<file path="src/rtl/echo_indication_output.sv">
// Echo indication transmit path: heard(meth, v) calls are queued in a small
// FIFO and emitted as tagged pipe messages {v, meth, tag} over an ENA/RDY pipe.
module echo_indication_output #(
    parameter int unsigned DEPTH     = 4,
    parameter logic [31:0] TAG_HEARD = 32'd1,
    parameter int unsigned CNT_W     = 16
) (
    input  logic             CLK,
    input  logic             nRST,
    input  logic             indication_heard__ENA,
    input  logic [31:0]      indication_heard_meth,
    input  logic [31:0]      indication_heard_v,
    output logic             indication_heard__RDY,
    output logic             pipe_enq__ENA,
    output logic [95:0]      pipe_enq_v,
    input  logic             pipe_enq__RDY,
    output logic [CNT_W-1:0] sent_count
);

    localparam int unsigned AW = $clog2(DEPTH);
    localparam logic [AW:0]       PTR_ONE = {{AW{1'b0}}, 1'b1};
    localparam logic [CNT_W-1:0]  CNT_ONE = {{(CNT_W-1){1'b0}}, 1'b1};

    // Pointers carry one extra wrap bit so full and empty are distinguishable.
    logic [AW:0]       wr_ptr_q;
    logic [AW:0]       wr_ptr_d;
    logic [AW:0]       rd_ptr_q;
    logic [AW:0]       rd_ptr_d;
    logic [CNT_W-1:0]  sent_count_q;
    logic [CNT_W-1:0]  sent_count_d;
    logic [31:0]       meth_mem_q [DEPTH];
    logic [31:0]       v_mem_q    [DEPTH];

    logic              empty_s;
    logic              full_s;
    logic              enq_accept_s;
    logic              deq_s;
    logic [AW-1:0]     wr_idx_s;
    logic [AW-1:0]     rd_idx_s;

    // Occupancy flags derived purely from registered pointers.
    always_comb begin
        wr_idx_s = wr_ptr_q[AW-1:0];
        rd_idx_s = rd_ptr_q[AW-1:0];
        empty_s  = (wr_ptr_q == rd_ptr_q);
        full_s   = (wr_ptr_q[AW-1:0] == rd_ptr_q[AW-1:0]) &&
                   (wr_ptr_q[AW] != rd_ptr_q[AW]);
    end

    // Handshakes and next-state for pointers and the delivery counter.
    // heard__RDY comes from registered full, so a same-cycle dequeue does not
    // open the input until the following cycle.
    always_comb begin
        enq_accept_s = 1'b0;
        deq_s        = 1'b0;
        wr_ptr_d     = wr_ptr_q;
        rd_ptr_d     = rd_ptr_q;
        sent_count_d = sent_count_q;

        enq_accept_s = indication_heard__ENA && !full_s;
        deq_s        = !empty_s && pipe_enq__RDY;

        if (enq_accept_s) begin
            wr_ptr_d = wr_ptr_q + PTR_ONE;
        end else begin
            wr_ptr_d = wr_ptr_q;
        end

        if (deq_s) begin
            rd_ptr_d     = rd_ptr_q + PTR_ONE;
            sent_count_d = sent_count_q + CNT_ONE;
        end else begin
            rd_ptr_d     = rd_ptr_q;
            sent_count_d = sent_count_q;
        end
    end

    // Output message is built from the head entry; the tag is inserted here
    // rather than stored, and the bus reads zero whenever the FIFO is empty.
    always_comb begin
        indication_heard__RDY = !full_s;
        pipe_enq__ENA         = deq_s;
        sent_count            = sent_count_q;
        if (empty_s) begin
            pipe_enq_v = 96'd0;
        end else begin
            pipe_enq_v = {v_mem_q[rd_idx_s], meth_mem_q[rd_idx_s], TAG_HEARD};
        end
    end

    // Pointer and counter registers; reset discards any queued entries.
    always_ff @(posedge CLK or negedge nRST) begin
        if (!nRST) begin
            wr_ptr_q     <= {(AW+1){1'b0}};
            rd_ptr_q     <= {(AW+1){1'b0}};
            sent_count_q <= {CNT_W{1'b0}};
        end else begin
            wr_ptr_q     <= wr_ptr_d;
            rd_ptr_q     <= rd_ptr_d;
            sent_count_q <= sent_count_d;
        end
    end

    // FIFO storage: written at the write pointer on every accepted call.
    always_ff @(posedge CLK or negedge nRST) begin
        if (!nRST) begin
            for (int i = 0; i < DEPTH; i++) begin
                meth_mem_q[i] <= 32'd0;
                v_mem_q[i]    <= 32'd0;
            end
        end else if (enq_accept_s) begin
            meth_mem_q[wr_idx_s] <= indication_heard_meth;
            v_mem_q[wr_idx_s]    <= indication_heard_v;
        end
    end

endmodule
</file>
<file path="config.mk">
export PLATFORM = sky130hd
export DESIGN_NAME = echo_indication_output
export DESIGN_NICKNAME = d
export VERILOG_FILES = /design/src/rtl/echo_indication_output.sv
export SDC_FILE = /design/constraint.sdc
export NUM_CORES = 1
export LEC_CHECK = 0
export CORE_MARGIN = 2
export CORE_UTILIZATION = 35
export DETAILED_ROUTE_END_ITERATION = 8
export HOLD_SLACK_MARGIN = 0.12
export PLACE_DENSITY_LB_ADDON = 0.2
export SLEW_MARGIN = 20
export SYNTH_ARGS = -nofsm -noshare
export SYNTH_HDL_FRONTEND = slang
export SYNTH_SLANG_ARGS = --single-unit
</file>
<file path="constraint.sdc">
create_clock -name CLK -period 2.42 [get_ports CLK]
set_input_delay 0.242 -clock CLK [delete_from_list [all_inputs] [get_ports CLK]]
set_output_delay 0.242 -clock CLK [all_outputs]
set_load 0.02 [all_outputs]
</file>
After elaboration in Yosys (flattened, before gate mapping)

Cells that the tools add are included.

Bits in registers: 278
Input bits: 68
Output and inout port bits: 114
Logic and storage cells: 39

Add/subtract/negate cells: 3
Magnitude comparators: 3
Equal/unequal tests: 3
Multiplexer cells: 11
Bitwise operators: 2
Reductions and logical operators: 6

Operators with widths:

| kind                                                                  | number |
|---|---|
| 128-bit bitwise mux                                                   | 2 |
| 32-bit two-way mux                                                    | 5 |
| 32-bit binary-select mux with 2-bit select                            | 2 |
| 96-bit two-way mux                                                    | 1 |
| 32-bit demux with 2-bit select                                        | 1 |
| 16-bit by 1-bit adder with 16-bit output (second input constant)      | 1 |
| 3-bit by 1-bit adder with 3-bit output (second input constant)        | 2 |
| 3-bit greater-or-equal comparator (second input constant)             | 2 |
| 2-bit inverter with 3-bit output                                      | 2 |
| 1-bit logical AND                                                     | 4 |
| 3-bit equality test                                                   | 1 |
| 3-bit by 1-bit < comparator with 1-bit output (second input constant) | 1 |
| 2-bit equality test                                                   | 1 |
| 1-bit zero test                                                       | 2 |
| 1-bit inequality test                                                 | 1 |

Longest topological paths before layout

Gate-level depths: netlist of the first run.

Word-level depth: 6
Gate-level depth with buffers: 7
Depth with buffers taken out: 5

Worst setup path after synthesis of the first run

No wires, ideal clock.

Path type: reg2reg
Start: reg wr_ptr_q[0]
End: reg meth_mem_q[0] in the netlist's numbering
Library setup time: 0.125 ns
Arrival: 1.884 ns
Required time: 2.295 ns
Setup slack: 0.411 ns
Stages on the path, launching flop included: 8
Buffers on the path: 3
Period minus slack after synthesis: 2.009 ns
Cells stage by stage: dfrtp_1 > xor2_1 > or3_1 > buf_2 > and3_4 > buf_12 > buf_12 > mux2_4

Elaborated cells between the ends (all ways): 11
Those cells by class: order compare (2); eq/ne (1); mux (3); bitwise (1); reduce/logical (4)

RTL lines:

| what                            | line | text |
|---|---|---|
| from (decl)                     | 25   | `logic [AW:0] wr_ptr_q;` |
| from (signal assigned)          | 94   | `wr_ptr_q <= {(AW+1){1'b0}};` |
| from (signal assigned)          | 98   | `wr_ptr_q <= wr_ptr_d;` |
| 2-bit equality test             | 46   | `full_s = (wr_ptr_q[AW-1:0] == rd_ptr_q[AW-1:0]) &&` |
| 1-bit logical AND               | 46   |  |
| 1-bit zero test                 | -    |  |
| net indication_heard__RDY       | 13   | `output logic indication_heard__RDY,` |
| 1-bit logical AND               | 60   | `enq_accept_s = indication_heard__ENA && !full_s;` |
| to (signal, indexed assignment) | 112  | `meth_mem_q[wr_idx_s] <= indication_heard_meth;` |
| to (decl)                       | 31   | `logic [31:0] meth_mem_q [DEPTH];` |

The timed path passes the listed nets, and every way through them passes these cells.
A chain may end at the register's enable or synchronous reset.

Worst setup path after layout of the first run

Start: reg rd_ptr_q[0]
End: out pipe_enq_v[37]

Longest elaborated chain between the ends: 5
Elaborated cells between the ends (all ways): 6
Those cells by class: eq/ne (1); mux (4); bitwise (1)

Ends and longest elaborated chain:

| what                                                   | line | text |
|---|---|---|
| from (decl)                                            | 27   | `logic [AW:0] rd_ptr_q;` |
| from (signal assigned)                                 | 95   | `rd_ptr_q <= {(AW+1){1'b0}};` |
| from (signal assigned)                                 | 99   | `rd_ptr_q <= rd_ptr_d;` |
| 2-bit inverter with 3-bit output (implied by the code) | 87   | `pipe_enq_v = {v_mem_q[rd_idx_s], meth_mem_q[rd_idx_s], TAG_HEARD};` |
| 32-bit binary-select mux with 2-bit select             | 87   |  |
| 32-bit two-way mux (implied by the code) (2 in a row)  | 87   |  |
| 96-bit two-way mux *                                   | 84   | `if (empty_s) begin` |
| to (decl)                                              | 15   | `output logic [95:0] pipe_enq_v,` |

Every way passes the cells marked *; elsewhere a longest branch is shown, timed or not. The select of a mux whose other input is x is not followed.

==> flow_summary.json, run 1 <==
{
  "hold_viol_final": 0,
  "htree_levels": 1,
  "path_common_cell": "buf_12",
  "hpwl_um": 18380,
  "fp.dieH_um": 203.7,
  "place_congestion": 0.7321,
  "viasPerCell": 4.728,
  "nNetsFinal": 1100,
  "syn_inst": 816,
  "cts_tree": "yes",
  "yosysUniqueCellTypes": 26,
  "num_io_pins": 182,
  "design_area_um2": 17920,
  "clk_pin_slew_worst_paths_ns": 0.06,
  "grt_overflow": 0,
  "crit_path_max_incr_delay_ns": 0.49,
  "crit_buf_inv": 4,
  "r2r_cells": 5,
  "dieArea_um2": 41510,
  "antenna_found_initial": 0,
  "numCtsBuffers": 31,
  "finalSetupViolCount": 47,
  "async_flop_share_pct": 100.0,
  "timing.rr.end": "v_mem_q[91]$_DFFE_PN0P_",
  "grt_pass1_wl_um": 50740,
  "power_density_nw_per_um2": 1752,
  "grt_max_degree": 75,
  "start_kind": "register",
  "cap_violations": 0,
  "worstSetupEndpointType": "primary output",
  "status": "complete, but fails checks",
  "rsz0062_at_grt": "true",
  "wl_per_cell_um": 20.46,
  "ys.flop_type": "dfrtp_1",
  "fin_crit_sh_pct": 103.7,
  "post-route-drc-count": 0,
  "crit_slowest_cell": "dfrtp_4",
  "max_freq_mhz": 398.4,
  "place_ws_ns": 0.1215,
  "start_util_pct": 35.31,
  "cp_max_fo": 7,
  "worstSetupPathType": "register to primary output",
  "critical_path_arrival_ns": 2.27,
  "crit_family": "buffers and inverters",
  "max-clock-path-buffers": 3,
  "final.min_clock_period_ns": 2.510,
  "die_w_um": 203.7,
  "reg2reg_slack_ns": 0.21,
  "dpl_cell_area_um2": 15850,
  "rows": 73,
  "cts_sinks": 278,
  "hp-class": "primary input to asynchronous set/reset pin",
  "root_buffer": "clkbuf_16",
  "ys_warn_count": 0,
  "synthToLayoutAreaGrowth_pct": 28.34,
  "grt_pass1_vias": 8106,
  "dr.pass1.iters": 5,
  "synth_edf_count": 0,
  "synth.avg_cell_area_um2": 17.11,
  "yosys_register_bits": 278,
  "core_area_um2": 39550,
  "critPathLaunch": "rd_ptr_q[0]$_DFFE_PN0P_",
  "drt-initial-drc-count": 264,
  "drive_gt1_share_pct": 54.68,
  "crit_cells": 6,
  "skew_ns": 0.006576,
  "cp.required_ns": 2.18,
  "fin_ws_ns": -0.08987,
  "io_buffers": 150,
  "yosysSeqAreaShare_pct": 49.82,
  "drv_slew": 0,
  "antenna_left": 0,
  "track_usage_pct": 15.73,
  "ir_worst_vdd_v": 0.001068,
  "wl_um": 32150,
  "critPathCapture": "pipe_enq_v[37]",
  "syn_area_um2": 13960,
  "timing.rr.start": "rd_ptr_q[0]$_DFFE_PN0P_",
  "insertion_delay_ns": 0.56,
  "leakagePower_nw": 7.920,
  "fill_cells": 3456,
  "path_cells": "buf_12 > buf_12 > buf_12 > mux4_2 > nor2b_1 > buf_2",
  "violations": "setup timing",
  "vias": 7427,
  "num_antenna_cells": 0
}
## layout make-up
type | instances | area, µm² | area share (%)
timing repair buffer | 230 | 2708 | 15.11
inverter | 4 | 15.01 | 0.08378
clock inverter | 8 | 96.34 | 0.5376
sequential | 278 | 6967 | 38.87
clock buffer | 45 | 888.4 | 4.957
tap | 525 | 656.9 | 3.665
multi-input combinational | 481 | 6590 | 36.77
## per-layer routing
layer	part of all wire, %	vias to the layer above	global-route usage [%]
met2	48	142	25.47
met1	47	3957	22.26
met4	1.6	0	2.920
li1	-	3292	-
met3	3.9	36	2.860
met5	0	-	0
## Yosys cell counts (7+ instances only)
cell type,count,share of area (%)
dfrtp_1,278,50
mux2_4,230,25
mux4_2,64,10
nor2b_1,64,2.9
buf_4,31,1.7
mux2_2,29,2.3
buf_12,27,3.9
xnor2_1,16,1.0
clkbuf_1,10,0.27
buf_2,9,0.32
xor2_1,7,0.44
## sequential cells by signal, summed over array words and instances, names as in the netlist
name        cells
meth_mem_q    128
rd_ptr_q        3
sent_count     16
v_mem_q       128
wr_ptr_q        3
## power breakdown
group          internal [mW]  total, mW  leakage (nW)  switching [mW]
clock network           2.73       4.63         0.483            1.90
logic                   11.1       18.3          4.13            7.23
registers               7.02       8.42          3.31            1.41
## logic make-up after synthesis
| group | share of synthesized area [%] |
|---|---|
| adders and majority gates | 0.5376 |
| xor gates and xnor gates | 1.443 |
| buffers and inverters | 6.398 |
| other | 0.02686 |
| DFF | 49.82 |
| AOI/OAI and AO/OA | 0.06274 |
| and+or+nand+nor | 4.319 |
| muxes | 37.39 |
## what timing repair did
action,in CTS,in global routing
resized for setup,379,93
setup buffers,26,19
hold buffers,1,0
gates cloned,8,1
endpoints found under the setup margin,67,65
pin swaps,1,1
hold endpoints to repair,278,0
## cell usage in the layout (no fill, tap or decap), types with 8 or more instances in the layout
master,Yosys,routed
buf_16,0,8
nor2b_4,0,42
dfrtp_1,278,274
xnor2_1,16,16
clkbuf_1,10,8
conb_1,1,31
buf_12,27,31
mux2_4,230,230
mux2_2,29,29
buf_6,0,58
nor2b_1,64,18
clkbuf_16,0,32
clkdlybuf4s50_1,0,82
buf_2,9,14
buf_4,31,29
mux4_2,64,64
## through the flow
stage	hold WS (ns)	utilization (%)	setup TNS, ns	total power [mW]	std cells
final	0.2013	45.31	-2.308	31.40	1571
after global routing	0.1996	45.31	-6.505	33.11	1571
after CTS	0.1955	44.19	-5.712	30.33	1554
after detailed placement	0.2216	40.07	0	23.75	1466
after global placement	0.2169	40.07	0	23.65	1466
after floorplan	-0.05359	-	0	18.84	846
## how the worst min path moves through the flow
stage                            endpoint  slack, ns  cells after the start
3_5_place_dp    sent_count[9]$_DFFE_PN0P_       0.22                      1
5_1_grt        meth_mem_q[17]$_DFFE_PN0P_       0.20                      2
4_1_cts         sent_count[9]$_DFFE_PN0P_       0.20                      2
3_3_place_gp    sent_count[9]$_DFFE_PN0P_       0.22                      1
6_report       meth_mem_q[17]$_DFFE_PN0P_       0.20                      2
2_1_floorplan   meth_mem_q[0]$_DFFE_PN0P_      -0.05                      0
Note: power is estimated with default switching activity, not from simulation.
==> inputs of run 2 (changes only) <==
--- a/config.mk
+++ b/config.mk
@@ -5,12 +5,12 @@
 export SDC_FILE = /design/constraint.sdc
 export NUM_CORES = 1
 export LEC_CHECK = 0
+export ABC_AREA = 1
 export CORE_MARGIN = 2
 export CORE_UTILIZATION = 35
 export DETAILED_ROUTE_END_ITERATION = 8
 export HOLD_SLACK_MARGIN = 0.12
 export PLACE_DENSITY_LB_ADDON = 0.2
-export SLEW_MARGIN = 20
 export SYNTH_ARGS = -nofsm -noshare
 export SYNTH_HDL_FRONTEND = slang
 export SYNTH_SLANG_ARGS = --single-unit
==> run 2 against run 1 <==
Net effect: the run now ends clean; register-to-register slack improved by 0.31 ns; critical path depth is 1 higher; hold slack improved by 0.0040 ns; clock power up 9.9%; maximum frequency increased by 6.9%; utilization shrank 2.0 points; cell count increased by 58%; flip-flop and latch count stayed put; clock skew is 0.019 ns higher; largest power group unchanged.
==> flow_summary.json, run 2 <==
{
  "status": "finished clean",
  "hp-class": "primary input to register",
  "cts_tree": "yes",
  "hold_viol_final": 0,
  "multi_input_area_um2": 6255,
  "yosysSeqAreaShare_pct": 48.42,
  "insertion_delay_ns": 0.52,
  "antenna_found_initial": 2,
  "syn_area_um2": 14370,
  "design_area_um2": 17620,
  "wl_met1_um": 22040,
  "fill_cells": 4137,
  "grt_max_degree": 103,
  "num_io_pins": 182,
  "rows": 74,
  "netlist_top_cells_area": "dfrtp_1 48%, nand2_1 17%, nand4_1 11%",
  "track_usage_pct": 22.46,
  "wl_per_cell_um": 19.97,
  "root_buffer": "clkbuf_16",
  "internal_power_mw": 14.88,
  "yosysMostFrequentCell": "nand2_1",
  "drt-initial-drc-count": 1162,
  "crit_buf_inv": 4,
  "crit_family": "buffers and inverters",
  "met2_length_um": 23530,
  "viasPerCell": 5.420,
  "clk_pin_slew_worst_paths_ns": 0.06,
  "num_antenna_cells": 0,
  "worstSetupEndpointType": "primary output",
  "power_switching_mw": 12.71,
  "fp.dieH_um": 206.6,
  "nNetsFinal": 2007,
  "start_kind": "register",
  "wl_um": 49700,
  "fin_crit_sh_pct": 97.05,
  "antenna_left": 0,
  "fin_util_pct": 43.34,
  "cap_violations": 0,
  "hold_end": "v_mem_q[60]$_DFFE_PN0P_",
  "grt_overflow": 0,
  "drv_slew": 0,
  "grt_pass1_vias": 12770,
  "ys.flop_type": "dfrtp_1",
  "ir_worst_vdd_v": 0.0007205,
  "worstMarginPinSlew_ns": 0.6732,
  "core_area_um2": 40650,
  "io_buffers": 150,
  "cp_max_fo": 25,
  "hold-path-cell-count": 3,
  "die_w_um": 206.6,
  "max-clock-path-buffers": 3,
  "tns_ns": 0,
  "crit_cells": 7,
  "layout_commonest_cell": "nand2_1",
  "pwr-share-seq_pct": 28.6,
  "synthToLayoutAreaGrowth_pct": 22.61,
  "yosys_register_bits": 278,
  "holdWs_ns": 0.2053,
  "cts_sinks": 278,
  "leakagePower_nw": 8.894,
  "dr.pass1.iters": 5,
  "synth.avg_cell_area_um2": 7.763,
  "crit_path_max_incr_delay_ns": 0.53,
  "synth_edf_count": 0,
  "hp-start": "indication_heard__ENA",
  "numCtsBuffers": 34,
  "vias": 13490,
  "timing.rr.start": "rd_ptr_q[0]$_DFFE_PN0P_",
  "worstSetupPathType": "register to primary output",
  "max_freq_mhz": 425.8,
  "path_cells": "buf_12 > buf_16 > o21ai_0 > o22ai_1 > nand2_1 > inv_1 > clkdlybuf4s15_2",
  "grt_pass1_wl_um": 75070,
  "dieArea_um2": 42690,
  "htree_levels": 2,
  "finalSetupViolCount": 0,
  "synth_top_area_share_pct": 48.42,
  "cp.required_ns": 2.18,
  "dr_wl_met3_um": 3268,
  "start_util_pct": 35.35,
  "final.min_clock_period_ns": 2.349,
  "dpl_cell_area_um2": 16180,
  "ys_warn_count": 0,
  "drive_gt1_share_pct": 10.53,
  "power_density_nw_per_um2": 1566,
  "switching_share_pct": 46.07,
  "r2r_cells": 8,
  "critical_path_arrival_ns": 2.11,
  "p_clk_share_pct": 18.5,
  "most-common-layout-cells": "662 x nand2_1, 275 x dfrtp_1, 263 x nand4_1",
  "place_congestion": 0.7666,
  "power_mw": 27.59,
  "yosysTopAreaCell": "dfrtp_1",
  "skew_ns": 0.02568,
  "highest_layer": "met5",
  "async_flop_share_pct": 100.0,
  "hpwl_um": 24730,
  "crit_slowest_cell": "dfrtp_4",
  "timing.rr.end": "meth_mem_q[101]$_DFFE_PN0P_",
  "power_frac_comb_pct": 53.0,
  "post-route-drc-count": 0,
  "synthTopCellsByCount": "665 x nand2_1, 278 x dfrtp_1, 263 x nand4_1",
  "yosysUniqueCellTypes": 21,
  "max_slew_margin_pct": 55.12,
  "rsz0062_at_grt": "true",
  "syn_inst": 1851,
  "ff_latch_area_um2": 6963,
  "reg2reg_slack_ns": 0.52
}
-- run 2: cell count changes after synthesis, sizes merged, moves of 75 or more --
cell,change
clkbuf,+78
inv,+75
mux2,-259
nand2,+659
nand4,+257
nor2,+140
o21ai,+132
-- run 2: layer usage --
layer	track usage [%]	up-vias
met5	0	-
met4	5.026	4
met3	3.359	63
met2	37.02	479
met1	31.26	6635
li1	-	6309
-- run 2: cell families after synthesis --
family / count (synthesis) / synth area share [%]
compound gates: 196 / 7.384
xor+xnor: 11 / 0.6705
fa+ha+maj: 6 / 0.5225
buf+inv: 273 / 9.631
flops: 278 / 48.42
other cells: 1 / 0.02610
simple gates: 1086 / 33.35
-- run 2: layout make-up --
type / instances / area share (%)
tap: 532 / 3.778
clock inverter: 4 / 0.2770
inverter: 79 / 1.768
sequential: 278 / 39.52
timing repair buffer: 210 / 13.17
clock buffer: 56 / 5.987
multi-input combinational: 1330 / 35.50
-- run 2: per-stage QoR --
step	worst slack, ns	std cells
floorplan	0.7128	1881
detailed placement	0.1372	2409
global route	-0.01124	2489
CTS	-0.01154	2476
finish	0.07129	2489
global placement	0.1298	2409
-- run 2: power by group through the flow --
stage | Clock (mW) | Combinational [mW] | Sequential, mW
final | 5.09 | 14.6 | 7.88
after global placement | 0 | 14.0 | 7.85
after floorplan | 0 | 8.84 | 7.62
after CTS | 5.19 | 14.4 | 7.85
after detailed placement | 0 | 14.2 | 7.88
after global routing | 5.38 | 16.0 | 8.12
-- run 2: how the worst max path moves through the flow --
stage / from / end / slack (ns)
2_1_floorplan: rd_ptr_q[0]$_DFFE_PN0P_ / pipe_enq_v[41] / 0.71
6_report: rd_ptr_q[0]$_DFFE_PN0P_ / pipe_enq_v[55] / 0.07
5_1_grt: rd_ptr_q[0]$_DFFE_PN0P_ / pipe_enq_v[39] / -0.01
3_3_place_gp: rd_ptr_q[0]$_DFFE_PN0P_ / pipe_enq_v[73] / 0.13
4_1_cts: rd_ptr_q[0]$_DFFE_PN0P_ / pipe_enq__ENA / -0.01
3_5_place_dp: rd_ptr_q[0]$_DFFE_PN0P_ / pipe_enq_v[73] / 0.14
-- run 2: tightest hold or removal path, stage by stage --
cell and delay (ns):
buf_6 0.21, nand4_1 0.15, nand2_1 0.05
-- run 2: what timing repair did --
item / CTS / global route
endpoints found under the setup margin: 67 / 65
gates cloned: 4 / 9
hold buffers: 1 / 0
hold endpoints to repair: 51 / 0
gates resized for setup: 192 / 58
setup buffers: 2 / 5
pin swaps: 5 / 10
